===== src/rtl/stage_memory.sv =====
// Memory-access stage: range-checks the execute address, runs one load/store per
// instruction on a req/ack bus, and registers the result or an address exception.
module stage_memory #(
  parameter logic [31:0] DM_END       = 32'h0000_3000,
  parameter logic [31:0] TC0_BASE     = 32'h0000_7F00,
  parameter logic [31:0] TC1_BASE     = 32'h0000_7F10,
  parameter int          MEM_TYPE_LEN = 2
) (
  input  logic                    clk,
  input  logic                    reset,
  input  logic                    in_valid,
  input  logic [31:0]             alu_result,
  input  logic [31:0]             store_data,
  input  logic [MEM_TYPE_LEN-1:0] mem_type,
  input  logic                    mem_read,
  input  logic                    mem_write,
  input  logic                    load_signed,
  input  logic                    mem_unaligned,
  input  logic                    overflowed,
  input  logic [4:0]              dst_in,
  input  logic                    flush,
  output logic                    bus_req,
  output logic                    bus_we,
  output logic [31:0]             bus_addr,
  output logic [3:0]              bus_be,
  output logic [31:0]             bus_wdata,
  input  logic [31:0]             bus_rdata,
  input  logic                    bus_ack,
  output logic                    mem_busy,
  output logic                    wb_valid,
  output logic [31:0]             wb_data,
  output logic [4:0]              wb_dst,
  output logic                    exc_valid,
  output logic [4:0]              exc_code,
  output logic [31:0]             exc_badvaddr
);

  localparam logic [MEM_TYPE_LEN-1:0] MEM_TYPE_BYTE = MEM_TYPE_LEN'(0);
  localparam logic [MEM_TYPE_LEN-1:0] MEM_TYPE_HALF = MEM_TYPE_LEN'(1);

  localparam logic [1:0] S_IDLE  = 2'd0;
  localparam logic [1:0] S_REQ   = 2'd1;
  localparam logic [1:0] S_DRAIN = 2'd2;

  function automatic logic [3:0] align_be(input logic [MEM_TYPE_LEN-1:0] mt,
                                          input logic [1:0] off);
    case (mt)
      MEM_TYPE_BYTE: align_be = 4'b0001 << off;
      MEM_TYPE_HALF: align_be = off[1] ? 4'b1100 : 4'b0011;
      default:       align_be = 4'b1111;
    endcase
  endfunction

  function automatic logic [31:0] align_wdata(input logic [MEM_TYPE_LEN-1:0] mt,
                                              input logic [31:0] data);
    case (mt)
      MEM_TYPE_BYTE: align_wdata = {4{data[7:0]}};
      MEM_TYPE_HALF: align_wdata = {2{data[15:0]}};
      default:       align_wdata = data;
    endcase
  endfunction

  function automatic logic [31:0] extend_load(input logic [MEM_TYPE_LEN-1:0] mt,
                                              input logic [1:0] off,
                                              input logic sgn,
                                              input logic [31:0] rdata);
    logic [7:0]  b;
    logic [15:0] h;
    case (off)
      2'd0:    b = rdata[7:0];
      2'd1:    b = rdata[15:8];
      2'd2:    b = rdata[23:16];
      default: b = rdata[31:24];
    endcase
    h = off[1] ? rdata[31:16] : rdata[15:0];
    case (mt)
      MEM_TYPE_BYTE: extend_load = {{24{sgn & b[7]}}, b};
      MEM_TYPE_HALF: extend_load = {{16{sgn & h[15]}}, h};
      default:       extend_load = rdata;
    endcase
  endfunction

  logic [1:0]              r_state;
  logic                    r_we;
  logic [31:0]             r_addr;
  logic [1:0]              r_off;
  logic [3:0]              r_be;
  logic [31:0]             r_wdata;
  logic [MEM_TYPE_LEN-1:0] r_mt;
  logic                    r_sgn;
  logic [4:0]              r_dst;
  logic                    r_wb_valid;
  logic [31:0]             r_wb_data;
  logic [4:0]              r_wb_dst;
  logic                    r_exc_valid;
  logic [4:0]              r_exc_code;
  logic [31:0]             r_exc_badvaddr;

  logic w_is_mem, w_in_dm, w_in_tc0, w_in_tc1, w_in_tc, w_tc_count, w_exc;

  // Timer windows are 3 words; offset 8 in each is the read-only count register.
  assign w_is_mem   = in_valid && (mem_read || mem_write);
  assign w_in_dm    = alu_result < DM_END;
  assign w_in_tc0   = (alu_result >= TC0_BASE) && (alu_result < TC0_BASE + 32'd12);
  assign w_in_tc1   = (alu_result >= TC1_BASE) && (alu_result < TC1_BASE + 32'd12);
  assign w_in_tc    = w_in_tc0 || w_in_tc1;
  assign w_tc_count = (w_in_tc0 && (alu_result >= TC0_BASE + 32'd8)) ||
                      (w_in_tc1 && (alu_result >= TC1_BASE + 32'd8));
  assign w_exc      = w_is_mem && (mem_unaligned || overflowed ||
                                   !(w_in_dm || w_in_tc) ||
                                   (w_in_tc && (mem_type != MEM_TYPE_LEN'(2))) ||
                                   (mem_write && w_tc_count));

  assign mem_busy     = (r_state != S_IDLE) || (w_is_mem && !w_exc && !flush);
  assign bus_req      = (r_state != S_IDLE);
  assign bus_we       = r_we;
  assign bus_addr     = r_addr;
  assign bus_be       = r_be;
  assign bus_wdata    = r_wdata;
  assign wb_valid     = r_wb_valid;
  assign wb_data      = r_wb_data;
  assign wb_dst       = r_wb_dst;
  assign exc_valid    = r_exc_valid;
  assign exc_code     = r_exc_code;
  assign exc_badvaddr = r_exc_badvaddr;

  always_ff @(posedge clk) begin
    if (reset) begin
      r_state        <= S_IDLE;
      r_we           <= 1'b0;
      r_addr         <= '0;
      r_off          <= '0;
      r_be           <= '0;
      r_wdata        <= '0;
      r_mt           <= '0;
      r_sgn          <= 1'b0;
      r_dst          <= '0;
      r_wb_valid     <= 1'b0;
      r_wb_data      <= '0;
      r_wb_dst       <= '0;
      r_exc_valid    <= 1'b0;
      r_exc_code     <= '0;
      r_exc_badvaddr <= '0;
    end else begin
      r_wb_valid  <= 1'b0;
      r_exc_valid <= 1'b0;
      case (r_state)
        S_IDLE: begin
          if (in_valid && !flush) begin
            if (!w_is_mem) begin
              r_wb_valid <= 1'b1;
              r_wb_data  <= alu_result;
              r_wb_dst   <= dst_in;
            end else if (w_exc) begin
              r_exc_valid    <= 1'b1;
              r_exc_code     <= mem_write ? 5'd5 : 5'd4;
              r_exc_badvaddr <= alu_result;
            end else begin
              r_we    <= mem_write;
              r_addr  <= {alu_result[31:2], 2'b00};
              r_off   <= alu_result[1:0];
              r_be    <= align_be(mem_type, alu_result[1:0]);
              r_wdata <= align_wdata(mem_type, store_data);
              r_mt    <= mem_type;
              r_sgn   <= load_signed;
              r_dst   <= dst_in;
              r_state <= S_REQ;
            end
          end
        end
        S_REQ: begin
          // A flush cannot cancel a bus cycle already issued; it only drops the result.
          if (flush) begin
            r_state <= bus_ack ? S_IDLE : S_DRAIN;
          end else if (bus_ack) begin
            r_state    <= S_IDLE;
            r_wb_valid <= 1'b1;
            r_wb_data  <= r_we ? 32'd0 : extend_load(r_mt, r_off, r_sgn, bus_rdata);
            r_wb_dst   <= r_dst;
          end
        end
        S_DRAIN: begin
          if (bus_ack) r_state <= S_IDLE;
        end
        default: r_state <= S_IDLE;
      endcase
    end
  end

endmodule


===== config.mk =====
export PLATFORM = sky130hd
export DESIGN_NAME = stage_memory
export DESIGN_NICKNAME = d
export VERILOG_FILES = /design/src/rtl/stage_memory.sv
export SDC_FILE = /design/constraint.sdc
export NUM_CORES = 1
export LEC_CHECK = 0
export ABC_CLOCK_PERIOD_IN_PS = 1990
export BUFFER_PORTS_ARGS = -buffer_cell sky130_fd_sc_hd__buf_2
export CORE_MARGIN = 2
export CORE_UTILIZATION = 50
export CTS_BUF_LIST = sky130_fd_sc_hd__clkbuf_8 sky130_fd_sc_hd__clkbuf_16
export DETAILED_ROUTE_END_ITERATION = 12
export GPL_TIMING_DRIVEN = 0
export PLACE_DENSITY = 0.81
export SLEW_MARGIN = 20
export SYNTH_ARGS = -nofsm -noshare
export SYNTH_HDL_FRONTEND = slang
export SYNTH_SLANG_ARGS = --single-unit

===== constraint.sdc =====
create_clock -name clk -period 1.99 [get_ports clk]
set_input_delay 0.2985 -clock clk [delete_from_list [all_inputs] [get_ports clk]]
set_output_delay 0.2985 -clock clk [all_outputs]
set_load 0.01 [all_outputs]

* Word-level counts from Yosys, hierarchy flattened
Cells that the tools add are included. W data, S select, Z words.
Word-level totals: bits in latches 0, memories 0, memory bits (read-only) 0, input bits 113, word-level logic and storage cells 111, RAM bits 0, output and inout bits 147, bits in registers 155
Cells by class: muxes and demuxes 35, $lt $le $gt $ge 7, equality and inequality tests 13, div/mod/pow operators 0, bitwise gates (word level) 6, shift-type cells 1, reduce and logical (&&, ||, !) cells 34, multipliers 0, add/subtract/negate cells 0
Operator list (number):
- $pmux W32 S2 | 3
- $mux W32 | 5
- $ge A32 B15 Y1 const B | 4
- $lt A32 B15 Y1 const B | 2
- $lt A32 B14 Y1 const B | 1
- $mux W8 | 4
- $pmux W8 S3 | 1
- $mux W5 | 4
- $mux W16 | 1
- $ne A2 B2 Y1 const B | 7
- $mux W2 | 6
- $logic_and A1 B1 Y1 | 11
- $pmux W5 S2 | 1
- $logic_or A1 B1 Y1 | 9
- $eq A2 B1 Y1 const B | 4
- $logic_not A2 Y1 | 4
- $pmux W4 S2 | 1
- $reduce_and A4 Y1 | 2
- $mux W1 | 6
- $pmux W2 S3 | 1
- $reduce_and A5 Y1 | 1
- $eq A2 B2 Y1 const B | 2
- $mux W4 | 1
- $not A1 Y1 | 4
- 7 further kinds | 11

* Longest topological paths before layout
Gate-level depths: netlist of run 1.
depth after elaboration 13, mapped depth 7

* Worst setup path after synthesis of run 1
Ideal clock, no wire load.
path type input to register, from input port alu_result[30], to register r_addr[4] (netlist: bus_addr[4]), arrival time 1.727 ns, path buffers 1, setup time 0.135 ns, cell stages on the path 5, setup slack 0.128 ns, cell sequence or3_1 > or4_1 > clkbuf_1 > o21ai_0 > a21oi_1
Between the ends: word-level cells in the longest chain between the ends 11
Ends and longest elaborated chain:
- start, declared | line 12 | input logic [31:0] alu_result,
- $ge A32 B15 Y1, or another cell as far along | line 104 | assign w_in_tc0 = (alu_result >= TC0_BASE) && (alu_result < TC0_BASE + 32'd12);
- $logic_and A1 B1 Y1, on equally long branches | line 104, 105
- $logic_or A1 B1 Y1 | line 106 | assign w_in_tc = w_in_tc0 || w_in_tc1;
- $logic_or A1 B1 Y1 | line 110 | !(w_in_dm || w_in_tc) ||
- $logic_not A1 Y1 | line 110
- $logic_or A1 B1 Y1 | line 109 | assign w_exc = w_is_mem && (mem_unaligned || overflowed ||
- $logic_or A1 B1 Y1 | line 110
- $logic_or A1 B1 Y1 (*) | line 111 | (w_in_tc && (mem_type != MEM_TYPE_LEN'(2))) ||
- $logic_and A1 B1 Y1 (*) | line 109
- $not A1 Y1 (no line) (*)
- $reduce_and A4 Y1 (no line) (*)
- end signal, assigned | line 160 | r_addr <= {alu_result[31:2], 2'b00};
- end, declared | line 85 | logic [31:0] r_addr;
Every way passes the cells marked *; elsewhere a longest branch is shown, timed or not. A chain may end at the register's enable or synchronous reset.

* Final worst setup path of run 1
from input port alu_result[18], to output port mem_busy
Between the ends: word-level cells in the longest chain between the ends 13
Ends and longest elaborated chain:
- $ge A32 B15 Y1, or another cell as far along | line 104
- $logic_and A1 B1 Y1, on equally long branches | line 104, 105
- $logic_or A1 B1 Y1 | line 106
- $logic_or A1 B1 Y1 | line 110
- $logic_not A1 Y1 | line 110
- $logic_or A1 B1 Y1 | line 109
- $logic_or A1 B1 Y1 | line 110
- $logic_or A1 B1 Y1 (*) | line 111
- $logic_and A1 B1 Y1 (*) | line 109
- $logic_not A1 Y1 (*) | line 114 | assign mem_busy = (r_state != S_IDLE) || (w_is_mem && !w_exc && !flush);
- $logic_and A1 B1 Y1 (*) (2 in series) | line 114
- $logic_or A1 B1 Y1 (*) | line 114
- end, declared | line 29 | output logic mem_busy,
Marked as above.

==> results_dict.tcl, run 1 <==
set metrics [dict create \
    status "complete, but fails checks" \
    violations "negative setup slack" \
    num_rows 43 \
    cts.sinks 152 \
    clk_latency_ps 430 \
    required_ps 1690 \
    ys_seq_area_share_pct 42.6 \
    grt_pass1_wl_um 37900 \
    slowest_stage "nor4_1" \
    syn-mean-instance-area_um2 8.70 \
    worstPathMaxFanout 3 \
    dr.pass1.iters 7 \
    fin_skew_ps 8.31 \
    drcViolationCount 0 \
    p_int_mw 5.07 \
    grt_max_degree 17 \
    yosys-top-cells-count "152 x dfxtp_1, 93 x nand2b_1, 71 x a21oi_1" \
    portBuffers 254 \
    finalCritPeriodShare_pct 102 \
    finalSetupViolCount 5 \
    regToRegSetupSlack_ps -30 \
    grt.total_usage_pct 33.0 \
    htreeDepth 4 \
    ys_async_sr_fraction_pct 0 \
    critPathArrivalTime_ps 1730 \
    antenna_found_initial 0 \
    worst_slack_ps -41.5 \
    cp.depth 7 \
    worst_pin_slew_ps 716 \
    grt_pass1_vias 7088 \
    p_sw_mw 1.91 \
    switching_share_pct 27.4 \
    p_per_area_mw_per_mm2 726 \
    synth_area_mm2 0.00715 \
    fmax_mhz 492 \
    synth_top_area_share_pct 42.6 \
    place_hpwl_um 19100 \
    p_seq_share_pct 44.9 \
    gp_congestion 0.948 \
    die_width_um 124 \
    num_vias 7727 \
    postSynthCellCount 821 \
    fillers 1189 \
    avgViaCountPerCell 5.90 \
    start_kind "primary input" \
    end_kind "primary output" \
    ys_seq_elements 152 \
    hold_buffers 0 \
    wire_per_inst_um 20.0 \
    diodes 0 \
    critPathBufInv 2 \
    path_cells "buf_2 -> nor4_1 -> nand2_1 -> nor3_2 -> nand4b_1 -> o21ai_2 -> buf_2" \
    hold_path.class "in2reg" \
    crit_top_cell "buf_2" \
    dieArea_mm2 0.0153 \
    rsz0062_at_grt "yes" \
    max-cap-violations 0 \
    synth_cell_type_count 47 \
    finalPower_mw 6.98 \
    cts.path.max_buffers 2 \
    dr.first_iter.drc_count 638 \
    p_clk_share_pct 43.9 \
    cts.reportedPaths.clkPinSlew_ps 60 \
    synth_ff_type "dfxtp_1" \
    cts_made_buffers 17 \
    min_period_ps 2030 \
    synth_edf_count 0 \
    whs_path_depth 2 \
    finalWirelength_um 26100 \
    synth_top_area_cell "dfxtp_1" \
    cts_root_buffer "clkbuf_16" \
    coreArea_mm2 0.0139 \
    die_h_um 124 \
    cts_tree "done" \
    power_leakage_nw 4.12 \
    drive_above_1_share_pct 33.6 \
    ir_drop_mv 0.636 \
    critical-path-max-stage-delay_ps 370 \
    final_nets 1229 \
    critPathTopFamily "simple AND/OR/NAND/NOR gates" \
    area_growth_pct 34.5 \
    slew_headroom_pct 52.3 \
    yosysMostFrequentCell "dfxtp_1" \
    p_comb_share_pct 11.2 \
    path_class "in2out" \
    slew_violations 0 \
    rr_worst_depth 6 \
    ant_nets 0 \
    yosys_warnings 0 \
    place_ws_ps -549 \
    boundaryPins 260 \
    grt_overflow_total 0 \
    hold_violations 0 \
    synth_area_leaders "dfxtp_1 43%, mux2i_1 8.7%, nand2b_1 8.1%" \
    initial_core_util_pct 51.3 \
]
state kept, by name, indices dropped and copies added (netlist names), 2 cells and up:
register and flops:
r_state 2, exc_badvaddr 32, exc_code 2, bus_wdata 32
bus_be 4, r_off 2, wb_dst 5, wb_data 32
bus_addr 30, r_mt 2, r_dst 5
cell usage in the layout (no fill, tap or decap), types with 3 or more instances in the layout:
master / Yosys / final
clkbuf_2: 0 / 9
and2_1: 18 / 18
dfxtp_1: 152 / 148
nand2b_1: 93 / 93
nand2_1: 43 / 42
o31ai_1: 8 / 6
nor2b_1: 11 / 11
nand3_1: 32 / 32
o21ai_0: 57 / 48
dfxtp_2: 0 / 3
buf_4: 8 / 27
inv_1: 5 / 5
inv_6: 0 / 4
buf_6: 1 / 9
a222oi_1: 7 / 7
nor4_1: 5 / 3
clkinv_4: 0 / 4
o211ai_1: 16 / 16
mux2i_1: 62 / 62
clkinvlp_4: 0 / 4
nand4b_1: 3 / 3
o21ai_1: 0 / 8
nor2_4: 0 / 3
a211oi_1: 29 / 29
a21oi_1: 71 / 69
clkbuf_16: 0 / 17
clkbuf_1: 53 / 38
a311oi_1: 26 / 26
a32oi_1: 7 / 7
buf_2: 22 / 269
conb_1: 1 / 5
o221ai_1: 7 / 7
nor2_1: 53 / 50
cell families after synthesis:
family | after synthesis | share of synthesized area [%]
flip-flops | 152 | 42.6
AND/OR/NAND/NOR | 274 | 20.5
AO/OA/AOI/OAI | 242 | 22.3
multiplexers | 63 | 9.00
other | 1 | 0.0525
buffers and inverters | 89 | 5.59
layout make-up:
type	count	area, um2	share of cell area, %
inverters	5	18.8	0.195
well taps	180	225	2.34
clock buffers	18	439	4.57
repair buffers	274	1450	15.1
clock inverters	14	116	1.21
flip-flops and latches	152	3050	31.7
multi-input cells	584	3870	40.3
plain buffers	82	440	4.58
power by group through the flow:
stage               Combinational (mW)  Sequential (mW)  Clock, mW
global route                     0.834             3.14       3.22
finish                           0.784             3.13       3.06
global placement                 0.726             3.20          0
detailed placement               0.730             3.20          0
CTS                              0.749             3.13       3.07
floorplan                        0.340             3.23          0
metal layers:
layer	global-route usage [%]	share of wire (%)
met4	15.9	3.8
met2	54.3	47
met3	8.90	10
met1	40.0	39
met5	0	0
metrics by stage:
stage | setup TNS, ps | util, % | hold WS (ps) | area (um2) | instances
finish | -120 | 69.0 | 61.4 | 9610 | 1309
global placement | -38940 | 62.1 | 430 | 8660 | 1259
floorplan | 0 | - | 375 | 7160 | 825
CTS | -20.2 | 67.2 | 55.0 | 9370 | 1296
global route | -1510 | 69.0 | 49.5 | 9610 | 1309
detailed placement | -38790 | 62.1 | 438 | 8660 | 1259
path summary, 6_finish.rpt:
| check | from | to |
|---|---|---|
| worst max-delay path | alu_result[18] | mem_busy |
| worst min-delay path | bus_ack | r_state[1] |
| worst max register to register | r_off[1] | wb_data[12] |
| worst min register to register | exc_code[2] | exc_code[2] |
repair_timing:
item,CTS,global route
setup buffers,5,12
gates resized for setup,25,76
pin swaps,10,21
endpoints found under the setup margin,97,111
gates cloned,0,3
(Power assumes the default switching activity.)
==> run 2, diff against run 1 <==
--- a/config.mk
+++ b/config.mk
@@ -5,14 +5,17 @@
 export SDC_FILE = /design/constraint.sdc
 export NUM_CORES = 1
 export LEC_CHECK = 0
+export ABC_AREA = 1
 export ABC_CLOCK_PERIOD_IN_PS = 1990
 export BUFFER_PORTS_ARGS = -buffer_cell sky130_fd_sc_hd__buf_2
+export CELL_PAD_IN_SITES_DETAIL_PLACEMENT = 1
+export CELL_PAD_IN_SITES_GLOBAL_PLACEMENT = 2
 export CORE_MARGIN = 2
-export CORE_UTILIZATION = 50
+export CORE_UTILIZATION = 25
 export CTS_BUF_LIST = sky130_fd_sc_hd__clkbuf_8 sky130_fd_sc_hd__clkbuf_16
 export DETAILED_ROUTE_END_ITERATION = 12
 export GPL_TIMING_DRIVEN = 0
-export PLACE_DENSITY = 0.81
+export PLACE_DENSITY_LB_ADDON = 0.1
 export SLEW_MARGIN = 20
 export SYNTH_ARGS = -nofsm -noshare
 export SYNTH_HDL_FRONTEND = slang
==> results_dict.tcl, run 2 <==
set metrics [dict create \
    rsz0062_at_grt "no" \
    power_leakage_nw 4.35 \
    cts_root_buffer "clkbuf_16" \
    end_kind "flop" \
    hold_path_end "r_state[1]" \
    layout_commonest_cell "buf_2" \
    grt.total_usage_pct 20.5 \
    worstPathMaxFanout 10 \
    fin_skew_ps 10.9 \
    cts.reportedPaths.clkPinSlew_ps 70 \
    yosys-top-cells-count "236 x nor2_1, 174 x nand2_1, 152 x dfxtp_1" \
    wire_per_inst_um 18.0 \
    min_period_ps 1850 \
    rr_worst_depth 8 \
    mostFrequentLayoutCells "266 x buf_2, 233 x nor2_1, 173 x nand2_1, 152 x dfxtp_1, 114 x o21ai_0" \
    synth_ff_type "dfxtp_1" \
    drive_above_1_share_pct 26.8 \
    clk_latency_ps 430 \
    ant_nets 0 \
    synth_top_area_cell "dfxtp_1" \
    cts.sinks 152 \
    fmax_mhz 540 \
    gp_congestion 0.822 \
    portBuffers 254 \
    required_ps 2310 \
    final_nets 1386 \
    hold_path.class "in2reg" \
    ys_seq_area_share_pct 44.8 \
    timing.rr.end "bus_addr[3]" \
    finalSetupViolCount 0 \
    cts_tree "done" \
    hold_violations 0 \
    synth_cell_type_count 30 \
    p_per_area_mw_per_mm2 785 \
    start_kind "flop" \
    regToRegSetupSlack_ps 140 \
    min_from "bus_ack" \
    cts_made_buffers 17 \
    max-cap-violations 0 \
    grt_pass1_vias 7449 \
    path_class "reg2reg" \
    avgViaCountPerCell 4.59 \
    num_vias 7479 \
    critPathArrivalTime_ps 2170 \
    coreArea_mm2 0.0268 \
    ys_async_sr_fraction_pct 0 \
    finalPower_mw 7.19 \
    yosysMostFrequentCell "nor2_1" \
    worst_pin_slew_ps 687 \
    synth_top_area_share_pct 44.8 \
    synth_edf_count 0 \
    ir_drop_mv 0.421 \
    grt_max_degree 19 \
    ys_seq_elements 152 \
    yosys_warnings 0 \
    place_hpwl_um 22800 \
    slew_headroom_pct 54.2 \
    cts.path.max_buffers 2 \
    tns_ps 0 \
    boundaryPins 260 \
    num_rows 60 \
    die_h_um 169 \
    grt_pass1_wl_um 44400 \
    drcViolationCount 0 \
    whs_path_depth 2 \
    initial_core_util_pct 25.4 \
    slew_violations 0 \
    status "completed" \
    dr.pass1.iters 4 \
    antenna_found_initial 4 \
    finalCritPeriodShare_pct 93.0 \
    synth_area_mm2 0.00680 \
    crit-reg2reg-launch "r_state[0]" \
    dieArea_mm2 0.0285 \
    postSynthCellCount 995 \
    grt_overflow_total 0 \
    synth_area_leaders "dfxtp_1 45%, nor2_1 13%, nand2_1 9.6%" \
    finalWirelength_um 29400 \
    dr.first_iter.drc_count 326 \
    area_growth_pct 34.9 \
    syn-mean-instance-area_um2 6.83 \
    die_width_um 169 \
    hold_buffers 0 \
    htreeDepth 4 \
]
run 2: how the worst max path moves through the flow:
| stage | start | to | cells after the start | slack (ps) |
|---|---|---|---|---|
| after floorplan | r_state[0] | bus_addr[7] | 8 | 500 |
| after global placement | alu_result[15] | bus_wdata[3] | 10 | -420 |
| after detailed placement | alu_result[15] | bus_wdata[3] | 10 | -460 |
| after CTS | r_state[0] | bus_wdata[25] | 8 | 20 |
| after global routing | r_state[0] | bus_addr[3] | 8 | 0.4 |
| final | r_state[0] | bus_addr[3] | 8 | 140 |
run 2: stage by stage:
step	worst slack (ps)	instances	cell area [um2]	util, %	hold slack [ps]
2_1_floorplan	498	999	6810	-	374
3_3_place_gp	-418	1594	8510	31.8	424
3_5_place_dp	-457	1594	8510	31.8	428
4_1_cts	15.7	1626	9120	34.0	34.2
5_1_grt	0.362	1627	9170	34.2	41.8
6_report	139	1628	9170	34.2	56.8
run 2: cell families after synthesis:
kind of cell	synth area share, %
AO/OA/AOI/OAI	18.8
buffers and inverters	8.06
flip-flops	44.8
other	0.0552
AND/OR/NAND/NOR	28.4
run 2: timing repair:
item,4_1_cts,5_1_grt
setup buffers,0,1
resized for setup,3,20
pin swaps,0,1
hold endpoints to repair,0,0
endpoints found under the setup margin,52,65
run 2: layout make-up:
cell class	count	area (um2)
clock inverters	15	175
flip-flops and latches	152	3040
clock buffers	17	425
diodes	1	2.50
fillers	3484	17600
repair buffers	255	1280
plain buffers	69	354
inverters	55	209
multi-input cells	723	3250
well taps	341	427
run 2: where the power goes:
group | total, mW | switching [mW] | internal [mW]
clock network | 3.35 | 1.65 | 1.70
logic | 0.697 | 0.438 | 0.258
registers | 3.15 | 0.0362 | 3.11
run 2: routing by layer:
metal	GRT usage, %	vias up	part of all wire (%)
met5	0	-	0.085
met4	4.61	4	0.91
met3	4.91	21	5.5
met2	34.5	179	47
met1	26.7	3494	46
li1	-	3781	-
run 2: worst max-delay path, stage by stage (launching register included):
cell      delay (ps)
dfxtp_1          300
buf_2            180
nor2_4           160
nand3_1          130
nor2_4           200
nand4_4          230
clkbuf_4         290
o21ai_0          200
nor2_1            50
==> run 3, diff against run 2 <==
--- a/config.mk
+++ b/config.mk
@@ -6,7 +6,7 @@
 export NUM_CORES = 1
 export LEC_CHECK = 0
 export ABC_AREA = 1
-export ABC_CLOCK_PERIOD_IN_PS = 1990
+export ABC_CLOCK_PERIOD_IN_PS = 1900
 export BUFFER_PORTS_ARGS = -buffer_cell sky130_fd_sc_hd__buf_2
 export CELL_PAD_IN_SITES_DETAIL_PLACEMENT = 1
 export CELL_PAD_IN_SITES_GLOBAL_PLACEMENT = 2
==> constraint.sdc (replaced) <==
create_clock -name clk -period 1.9 [get_ports clk]
set_input_delay 0.285 -clock clk [delete_from_list [all_inputs] [get_ports clk]]
set_output_delay 0.285 -clock clk [all_outputs]
set_load 0.01 [all_outputs]
==> results_dict.tcl, run 3 (synthesis gave the netlist of run 2 again) <==
set metrics [dict create \
    drive_above_1_share_pct 27.3 \
    cts_root_buffer "clkbuf_16" \
    hold_violations 0 \
    ir_drop_mv 0.450 \
    critical-path-max-stage-delay_ps 170 \
    antenna_found_initial 4 \
    hold_buffers 0 \
    slew_headroom_pct 53.4 \
    cts.reportedPaths.clkPinSlew_ps 70 \
    portBuffers 254 \
    min_from "bus_ack" \
    slew_violations 0 \
    num_vias 7463 \
    min_period_ps 1760 \
    place_hpwl_um 22800 \
    finalCritPeriodShare_pct 92.5 \
    finalSetupViolCount 0 \
    status "completed" \
    dieArea_mm2 0.0285 \
    ant_nets 0 \
    hold_path.class "in2reg" \
    slowest_stage "nor2_4" \
    worstPathMaxFanout 5 \
    cts.sinks 152 \
    avgViaCountPerCell 4.58 \
    timing.rr.end "wb_data[12]" \
    wire_per_inst_um 18.0 \
    final_nets 1386 \
    drcViolationCount 0 \
    max-cap-violations 0 \
    fin_skew_ps 13.2 \
    cts.path.max_buffers 2 \
    crit-reg2reg-launch "r_state[1]" \
    regToRegSetupSlack_ps 150 \
    finalWirelength_um 29400 \
    num_rows 60 \
    p_per_area_mw_per_mm2 818 \
    grt.total_usage_pct 20.6 \
    path_cells "buf_2 -> nor2_1 -> nand2_1 -> nor2_4 -> nand3_2 -> nor2_2 -> nand3_1 -> nand2_1 -> buf_2" \
    crit_path_end "mem_busy" \
    layout_commonest_cell "buf_2" \
    post-route-util_pct 34.5 \
    gp_congestion 0.822 \
    worst_slack_ps 143 \
    grt_pass1_vias 7472 \
    cts_tree "done" \
    rr_worst_depth 6 \
    crit_start "alu_result[15]" \
    grt_max_degree 19 \
    initial_core_util_pct 25.4 \
    grt_overflow_total 0 \
    start_kind "primary input" \
    power_leakage_nw 4.38 \
    worst_pin_slew_ps 699 \
    dr.pass1.iters 4 \
    die_h_um 169 \
    critPathArrivalTime_ps 1470 \
    place_ws_ps -534 \
    die_width_um 169 \
    area_growth_pct 35.9 \
    required_ps 1620 \
    coreArea_mm2 0.0268 \
    cts_made_buffers 17 \
    path_class "in2out" \
    htreeDepth 4 \
    grt_pass1_wl_um 44400 \
    dr.first_iter.drc_count 326 \
    end_kind "primary output" \
    rsz0062_at_grt "no" \
    clk_latency_ps 440 \
    mostFrequentLayoutCells "265 x buf_2, 233 x nor2_1, 173 x nand2_1, 151 x dfxtp_1, 114 x o21ai_0" \
    boundaryPins 260 \
    fmax_mhz 569 \
]
-- run 3: per-stage QoR --
step	hold slack (ps)	cell area [um2]	std cells	setup TNS (ps)	total power, mW
floorplan	361	6810	999	0	3.72
global placement	424	8510	1594	-38890	4.11
detailed placement	428	8510	1594	-41100	4.11
CTS	20.7	9180	1627	-3.77	7.67
global route	28.4	9230	1627	0	7.89
finish	41.6	9240	1629	0	7.56
-- run 3: worst max-delay path, delay by kind of cell --
kind	cells	cell delay, ps
buffers and inverters	2	290
and+or+nand+nor	7	880
-- run 3: how the worst min path moves through the flow --
| stage | to | slack (ps) | cells after the start |
|---|---|---|---|
| detailed placement | bus_addr[18] | 430 | 2 |
| CTS | r_state[1] | 20 | 2 |
| finish | r_state[1] | 40 | 2 |
| global placement | bus_addr[16] | 420 | 2 |
| global route | r_state[1] | 30 | 2 |
| floorplan | r_state[1] | 360 | 1 |
-- run 3: what timing repair did --
action / 4_1_cts / 5_1_grt
pin swaps: 1 / 1
endpoints found under the setup margin: 96 / 134
hold endpoints to repair: 0 / 0
resized for setup: 16 / 22
buffers inserted: 1 / 1
-- run 3: final cells by class --
type | instances | area [um2]
antenna | 2 | 5.00
buffer | 68 | 379
clock buffer | 17 | 425
clock inverter | 15 | 175
fill | 3472 | 17600
inverter | 55 | 209
multi-input combinational | 723 | 3270
sequential | 152 | 3040
tap | 341 | 427
timing repair buffer | 256 | 1300
-- run 3: layer usage --
| layer | up-vias | track usage [%] | share of wire, % |
|---|---|---|---|
| li1 | 3785 | - | - |
| met3 | 23 | 4.91 | 5.5 |
| met2 | 175 | 34.5 | 47 |
| met1 | 3476 | 26.8 | 46 |
| met5 | - | 0 | 0.085 |
| met4 | 4 | 4.61 | 1.0 |
-- run 3: where the power goes --
| group | switching (mW) | internal, mW |
|---|---|---|
| Sequential | 0.0378 | 3.26 |
| Clock | 1.74 | 1.78 |
| Combinational | 0.461 | 0.271 |
